[config.mk]
export PLATFORM = sky130hd
export DESIGN_NAME = led_matrix_top
export DESIGN_NICKNAME = d
export VERILOG_FILES = /design/src/rtl/led_matrix_pkg.sv /design/src/rtl/led_matrix_if.sv /design/src/rtl/led_matrix_hue_to_rgb.sv /design/src/rtl/led_matrix_top.sv
export SDC_FILE = /design/constraint.sdc
export NUM_CORES = 1
export LEC_CHECK = 0
export CAP_MARGIN = 30
export CORE_MARGIN = 5
export CORE_UTILIZATION = 45
export DETAILED_ROUTE_END_ITERATION = 8
export PLACE_DENSITY = 0.72
export SKIP_CTS_REPAIR_TIMING = 1
export SLEW_MARGIN = 10
export SYNTH_ARGS = -nofsm -noshare
export SYNTH_HDL_FRONTEND = slang
export SYNTH_HIERARCHICAL = 1
export SYNTH_SLANG_ARGS = --single-unit
[constraint.sdc]
create_clock -name OSC_CLK_IN -period 4.39 [get_ports OSC_CLK_IN]
set_clock_uncertainty 0.15 [all_clocks]
set_input_delay 0.439 -clock OSC_CLK_IN [delete_from_list [all_inputs] [get_ports OSC_CLK_IN]]
set_output_delay 0.439 -clock OSC_CLK_IN [all_outputs]
set_load 0.1 [all_outputs]
[src/rtl/led_matrix_pkg.sv]
// led_matrix_pkg: shared widths and colour type for the RGB status LED driver
package led_matrix_pkg;
    localparam int PWM_BITS = 8;
    localparam int HUE_BITS = 10;
    localparam int HUE_MAX  = 768;
    typedef struct packed {
        logic [PWM_BITS-1:0] r;
        logic [PWM_BITS-1:0] g;
        logic [PWM_BITS-1:0] b;
    } rgb_t;
endpackage

[src/rtl/led_matrix_if.sv]
// led_matrix_if: hue request and colour answer between the sequencer and the mapper
interface led_matrix_if;
    import led_matrix_pkg::*;
    logic [HUE_BITS-1:0] hue;
    rgb_t                rgb;
    modport master (output hue, input rgb);
    modport slave  (input hue, output rgb);
endinterface

[src/rtl/led_matrix_hue_to_rgb.sv]
// hue_to_rgb: combinational colour wheel, three 256-wide linear segments
module hue_to_rgb
    import led_matrix_pkg::*;
(
    led_matrix_if.slave hif
);
    logic [1:0]          seg;
    logic [PWM_BITS-1:0] f;
    logic [PWM_BITS-1:0] fr;
    assign seg = hif.hue[HUE_BITS-1:PWM_BITS];
    assign f   = hif.hue[PWM_BITS-1:0];
    assign fr  = ~f;
    // seg 3 cannot occur because hue stays below 768
    assign hif.rgb = (seg == 2'd0) ? rgb_t'{fr, f, '0} :
                     (seg == 2'd1) ? rgb_t'{'0, fr, f} :
                     (seg == 2'd2) ? rgb_t'{f, '0, fr} : rgb_t'('0);
endmodule

[src/rtl/led_matrix_top.sv]
// led_matrix_top: sweeps the active-low RGB status LED around the colour wheel with 8-bit PWM
module led_matrix_top
    import led_matrix_pkg::*;
#(
    parameter int PRESCALE        = 4,
    parameter int HUE_STEP        = 8,
    parameter int FRAMES_PER_STEP = 1
) (
    input  logic OSC_CLK_IN,
    input  logic RESET_,
    output logic LED_R_,
    output logic LED_G_,
    output logic LED_B_
);
    localparam int PW = (PRESCALE > 1) ? $clog2(PRESCALE) : 1;
    localparam int FW = (FRAMES_PER_STEP > 1) ? $clog2(FRAMES_PER_STEP) : 1;

    logic [PW-1:0]       pre_cnt;
    logic [PWM_BITS-1:0] pwm_cnt;
    logic [FW-1:0]       frame_cnt;
    logic [HUE_BITS-1:0] hue;
    logic [HUE_BITS-1:0] hue_next;
    logic [HUE_BITS:0]   hue_sum;
    rgb_t                duty;
    logic                tick;
    logic                period_end;
    logic                step;

    led_matrix_if hif ();
    assign hif.hue = hue;
    hue_to_rgb u_map (.hif(hif));

    assign tick       = pre_cnt == PW'(PRESCALE - 1);
    assign period_end = tick && (pwm_cnt == '1);
    assign step       = period_end && (frame_cnt == FW'(FRAMES_PER_STEP - 1));
    assign hue_sum    = {1'b0, hue} + (HUE_BITS+1)'(HUE_STEP);
    assign hue_next   = (hue_sum >= (HUE_BITS+1)'(HUE_MAX)) ?
                        HUE_BITS'(hue_sum - (HUE_BITS+1)'(HUE_MAX)) : hue_sum[HUE_BITS-1:0];

    // duty latches the colour of the pre-update hue, so a new hue shows one period later
    always_ff @(posedge OSC_CLK_IN or negedge RESET_) begin
        if (!RESET_) begin
            pre_cnt   <= '0;
            pwm_cnt   <= '0;
            frame_cnt <= '0;
            hue       <= '0;
            duty      <= rgb_t'{8'hff, 8'h00, 8'h00};
            LED_R_    <= 1'b1;
            LED_G_    <= 1'b1;
            LED_B_    <= 1'b1;
        end else begin
            pre_cnt <= tick ? '0 : pre_cnt + 1'b1;
            if (tick) pwm_cnt <= pwm_cnt + 1'b1;
            if (period_end) begin
                frame_cnt <= step ? '0 : frame_cnt + 1'b1;
                duty      <= hif.rgb;
            end
            if (step) hue <= hue_next;
            LED_R_ <= ~(pwm_cnt < duty.r);
            LED_G_ <= ~(pwm_cnt < duty.g);
            LED_B_ <= ~(pwm_cnt < duty.b);
        end
    end
endmodule

==> out/qor.csv <==
stage;metric;value;unit
place;Final HPWL DP;3331;µm
pwr;Clock power frac;36.6;%
setup_path;Critical Path Source Type;register;
pwr;Peak supply drop;0.0001402;V
floorplan;initial core utilization;45.51;%
routing;total number of vias;1745;
clock_network;Root Driver;clkbuf_8;
setup_path;Worst path slowest cell;clkdlybuf4s50_1;
timing;fmax;394.6;MHz
pwr;sequential power share;61.0;%
yosys;Yosys top cell by area;dfrtp_1;
pwr;Combinational Power Share;2.4;%
finish;Final Cell Area;2870;µm²
pwr;Internal Power;532.6;µW
finish;Nets;308;
setup_path;CP Data Arrival Time;1.95;ns
timing;Max Transition Viols Final;0;
routing;routed len/inst;12.78;µm
setup_path;CP bufs+invs;1;
grt;first-pass GRT wire length;8217;µm
clock_network;Clock Latency Late Sink;0.30;ns
floorplan;Die ar.;7555;µm²
grt;grt total ovfl;0;
yosys;Async SR Flop Fraction;100.0;%
clock_network;CTS H-tree depth;2;
floorplan;Die X-Extent;86.92;µm
timing;Final Hold Viols;0;
timing;slew at the pin with the worst max-slew slack;0.9603;ns
yosys;mean post-synth cell area;9.898;µm²
routing;post-DR vias/cell;4.888;
routing;First-pass DRT Iterations;4;
finish;area delta synth->final;7.801;%
min_path;worst hold path type;register to register;
floorplan;area of the core;5851;µm²
clock_network;Clk pin slew, worst setup/hold paths;0.08;ns
setup_path;reg-to-reg setup timing slack;2.05;ns
setup_path;WP data required;3.80;ns
yosys;post-synth top area share;31.95;%
setup_path;kind of critical path;register to output pin;
yosys;post-synth design cell area;2663;µm²
setup_path;Slowest Stage Delay on Critical Path;1.12;ns
setup_path;reg2reg start;pwm_cnt[1];
clock_network;clock buffer count from CTS;5;
finish;layout cells sized above 1;11.35;%
clock_network;CTS tree;done;
setup_path;Reg-to-Reg End;duty[19];
place;DP Worst Slack;2.041;ns
yosys;Yosys reg bits;45;
setup_path;critical-path cell list;clkdlybuf4s50_1;
timing;RSZ-0062 raised after global routing;no;
yosys;Main synth FF type;dfrtp_1;
floorplan;IO Count;5;
timing;Final setup viols;0;
clock_network;clock buffer depth;2;
timing;final cycle utilization of the critical path;57.73;%
yosys;synth unique cells;32;
floorplan;die height;86.92;µm
setup_path;Reg2Reg Depth;6;
grt;largest net degree at the start of global routing;32;
finish;diodes inserted;0;
timing;Setup WS post-layout;1.856;ns
yosys;EDFF count, synth;0;
pwr;Static Leak;1.322;nW
yosys;sequential area share after synthesis;42.81;%
setup_path;Worst Path Max Fanout;1;
status;status;completed;
job;max-cap violations;0;
grt;initial antenna violation count;0;
timing;setup tns final;0;ns
pwr;Pwr per Cell Area;236.8;nW/µm²
timing;final critical-path required period;2.534;ns
yosys;Syn Inst Count;269;
setup_path;CP delay by family, top;buffers and inverters;
routing;WL final;4564;µm
grt;via count of the first global-routing pass;1634;
routing;DRC;0;
setup_path;Crit. End Element;output pin;
place;Port-buffer cells;4;
yosys;Ys Warns;6;
floorplan;Rows;28;
setup_path;crit path launch;LED_R_;
setup_path;stages on the worst setup path;1;
clock_network;clk sink count;45;
pwr;sw frac;21.64;%
place;placed cell area;2749;µm²
pwr;Sw Pwr;147.1;µW
grt;All-Layer GR Usage;14.00;%
routing;antenna-violating nets left;0;
timing;slew margin rel.;35.78;%
routing;DRT iter0 DRCs;66;
yosys;synth top area cells;dfrtp_1, ha_1, dfstp_2;
place;gpl congestion;0.7740;
setup_path;Worst Setup EP;LED_R_;
-- cell usage in the layout (no fill, tap or decap), types with 5 or more instances in the layout --
cell | netlist | final
conb_1 | 1 | 9
ha_1 | 25 | 25
nor2_1 | 21 | 21
dfrtp_1 | 34 | 34
xnor2_1 | 15 | 15
a21oi_1 | 10 | 10
clkbuf_8 | 0 | 5
o21ai_0 | 27 | 27
inv_1 | 24 | 24
mux2_2 | 5 | 5
mux2i_1 | 8 | 8
dfstp_2 | 11 | 11
nand2_1 | 36 | 36
xor2_1 | 12 | 12
-- layout make-up --
type	count	area, µm²
well taps	75	93.84
repair buffers	8	100.1
fillers	524	2980
inverters	24	90.09
clock buffers	7	76.32
multi-input cells	197	1363
clock inverters	1	7.507
flip-flops and latches	45	1140
-- cells in the mapped netlist (2+ instances only) --
library cell  count
o2bb2ai_1         2
dfrtp_1          34
a21oi_1          10
nor2_1           21
o21ai_0          27
inv_1            24
buf_6             6
nor2b_1           4
a41oi_1           3
nand3_1           4
dfstp_2          11
mux2_2            5
mux2i_1           8
nand2_1          36
ha_1             25
buf_2             2
xnor2_1          15
nand2b_4          2
nand4_1           4
a31oi_1           2
clkbuf_1          2
xor2_1           12
-- worst reg2reg max path: stages (launching register included) --
cell and delay [ns]:
dfrtp_1 0.45, ha_1 0.25, nand3_2 0.15, nor3_4 0.77
buf_4 0.35, nand2_1 0.08, o21ai_0 0.08
-- kinds of logic after synthesis --
kind of cell,Yosys count,share of synthesized area (%)
buffers and inverters,35,7.143
other,1,0.1408
DFF,45,42.81
AOI/OAI and AO/OA,47,9.822
adders and majority gates,25,11.75
xor gates and xnor gates,27,8.882
muxes,13,5.122
and+or+nand+nor,76,14.33
-- worst min-delay path by stage --
stage | start | endpoint | slack, ns | cells after the start
6_report | pre_cnt[0] | pre_cnt[0] | 0.29 | 1
5_1_grt | pre_cnt[0] | pre_cnt[0] | 0.30 | 1
4_1_cts | RESET_ | pre_cnt[1] | -0.10 | 1
3_5_place_dp | RESET_ | pre_cnt[1] | 0.22 | 1
3_3_place_gp | pre_cnt[0] | pre_cnt[0] | 0.26 | 1
2_1_floorplan | RESET_ | duty[0] | -0.007 | 0
-- power by group through the flow --
| stage | logic [mW] | registers [mW] | clock network (mW) |
|---|---|---|---|
| global placement | 0.0140 | 0.422 | 0 |
| global route | 0.0196 | 0.415 | 0.274 |
| finish | 0.0163 | 0.415 | 0.249 |
| floorplan | 0.00511 | 0.423 | 0 |
| CTS | 0.0163 | 0.415 | 0.256 |
| detailed placement | 0.0163 | 0.422 | 0 |
-- registers in the layout (all words and copies together), names as in the netlist --
register   count
LED_B_         1
LED_G_         1
LED_R_         1
duty          24
frame_cnt      1
hif.hue        7
pre_cnt        2
pwm_cnt        8
-- through the flow --
| step | power, mW | utilization [%] | std cells | hold slack, ns |
|---|---|---|---|---|
| 6_report | 0.6796 | 49.06 | 357 | 0.2859 |
| 3_5_place_dp | 0.4388 | 46.98 | 347 | 0.2198 |
| 5_1_grt | 0.7080 | 49.06 | 357 | 0.3029 |
| 4_1_cts | 0.6870 | 48.42 | 355 | -0.1042 |
| 2_1_floorplan | 0.4277 | - | 277 | -0.006591 |
| 3_3_place_gp | 0.4364 | 46.64 | 346 | 0.2623 |
-- per-layer routing --
| metal | up-vias | track usage [%] | part of all wire, % |
|---|---|---|---|
| li1 | 910 | - | - |
| met5 | - | 0 | 0 |
| met2 | 19 | 20.57 | 47 |
| met1 | 807 | 20.19 | 49 |
| met4 | 0 | 5.524 | 1.8 |
| met3 | 9 | 2.838 | 2.2 |
Power figures use the tool's default switching activity.
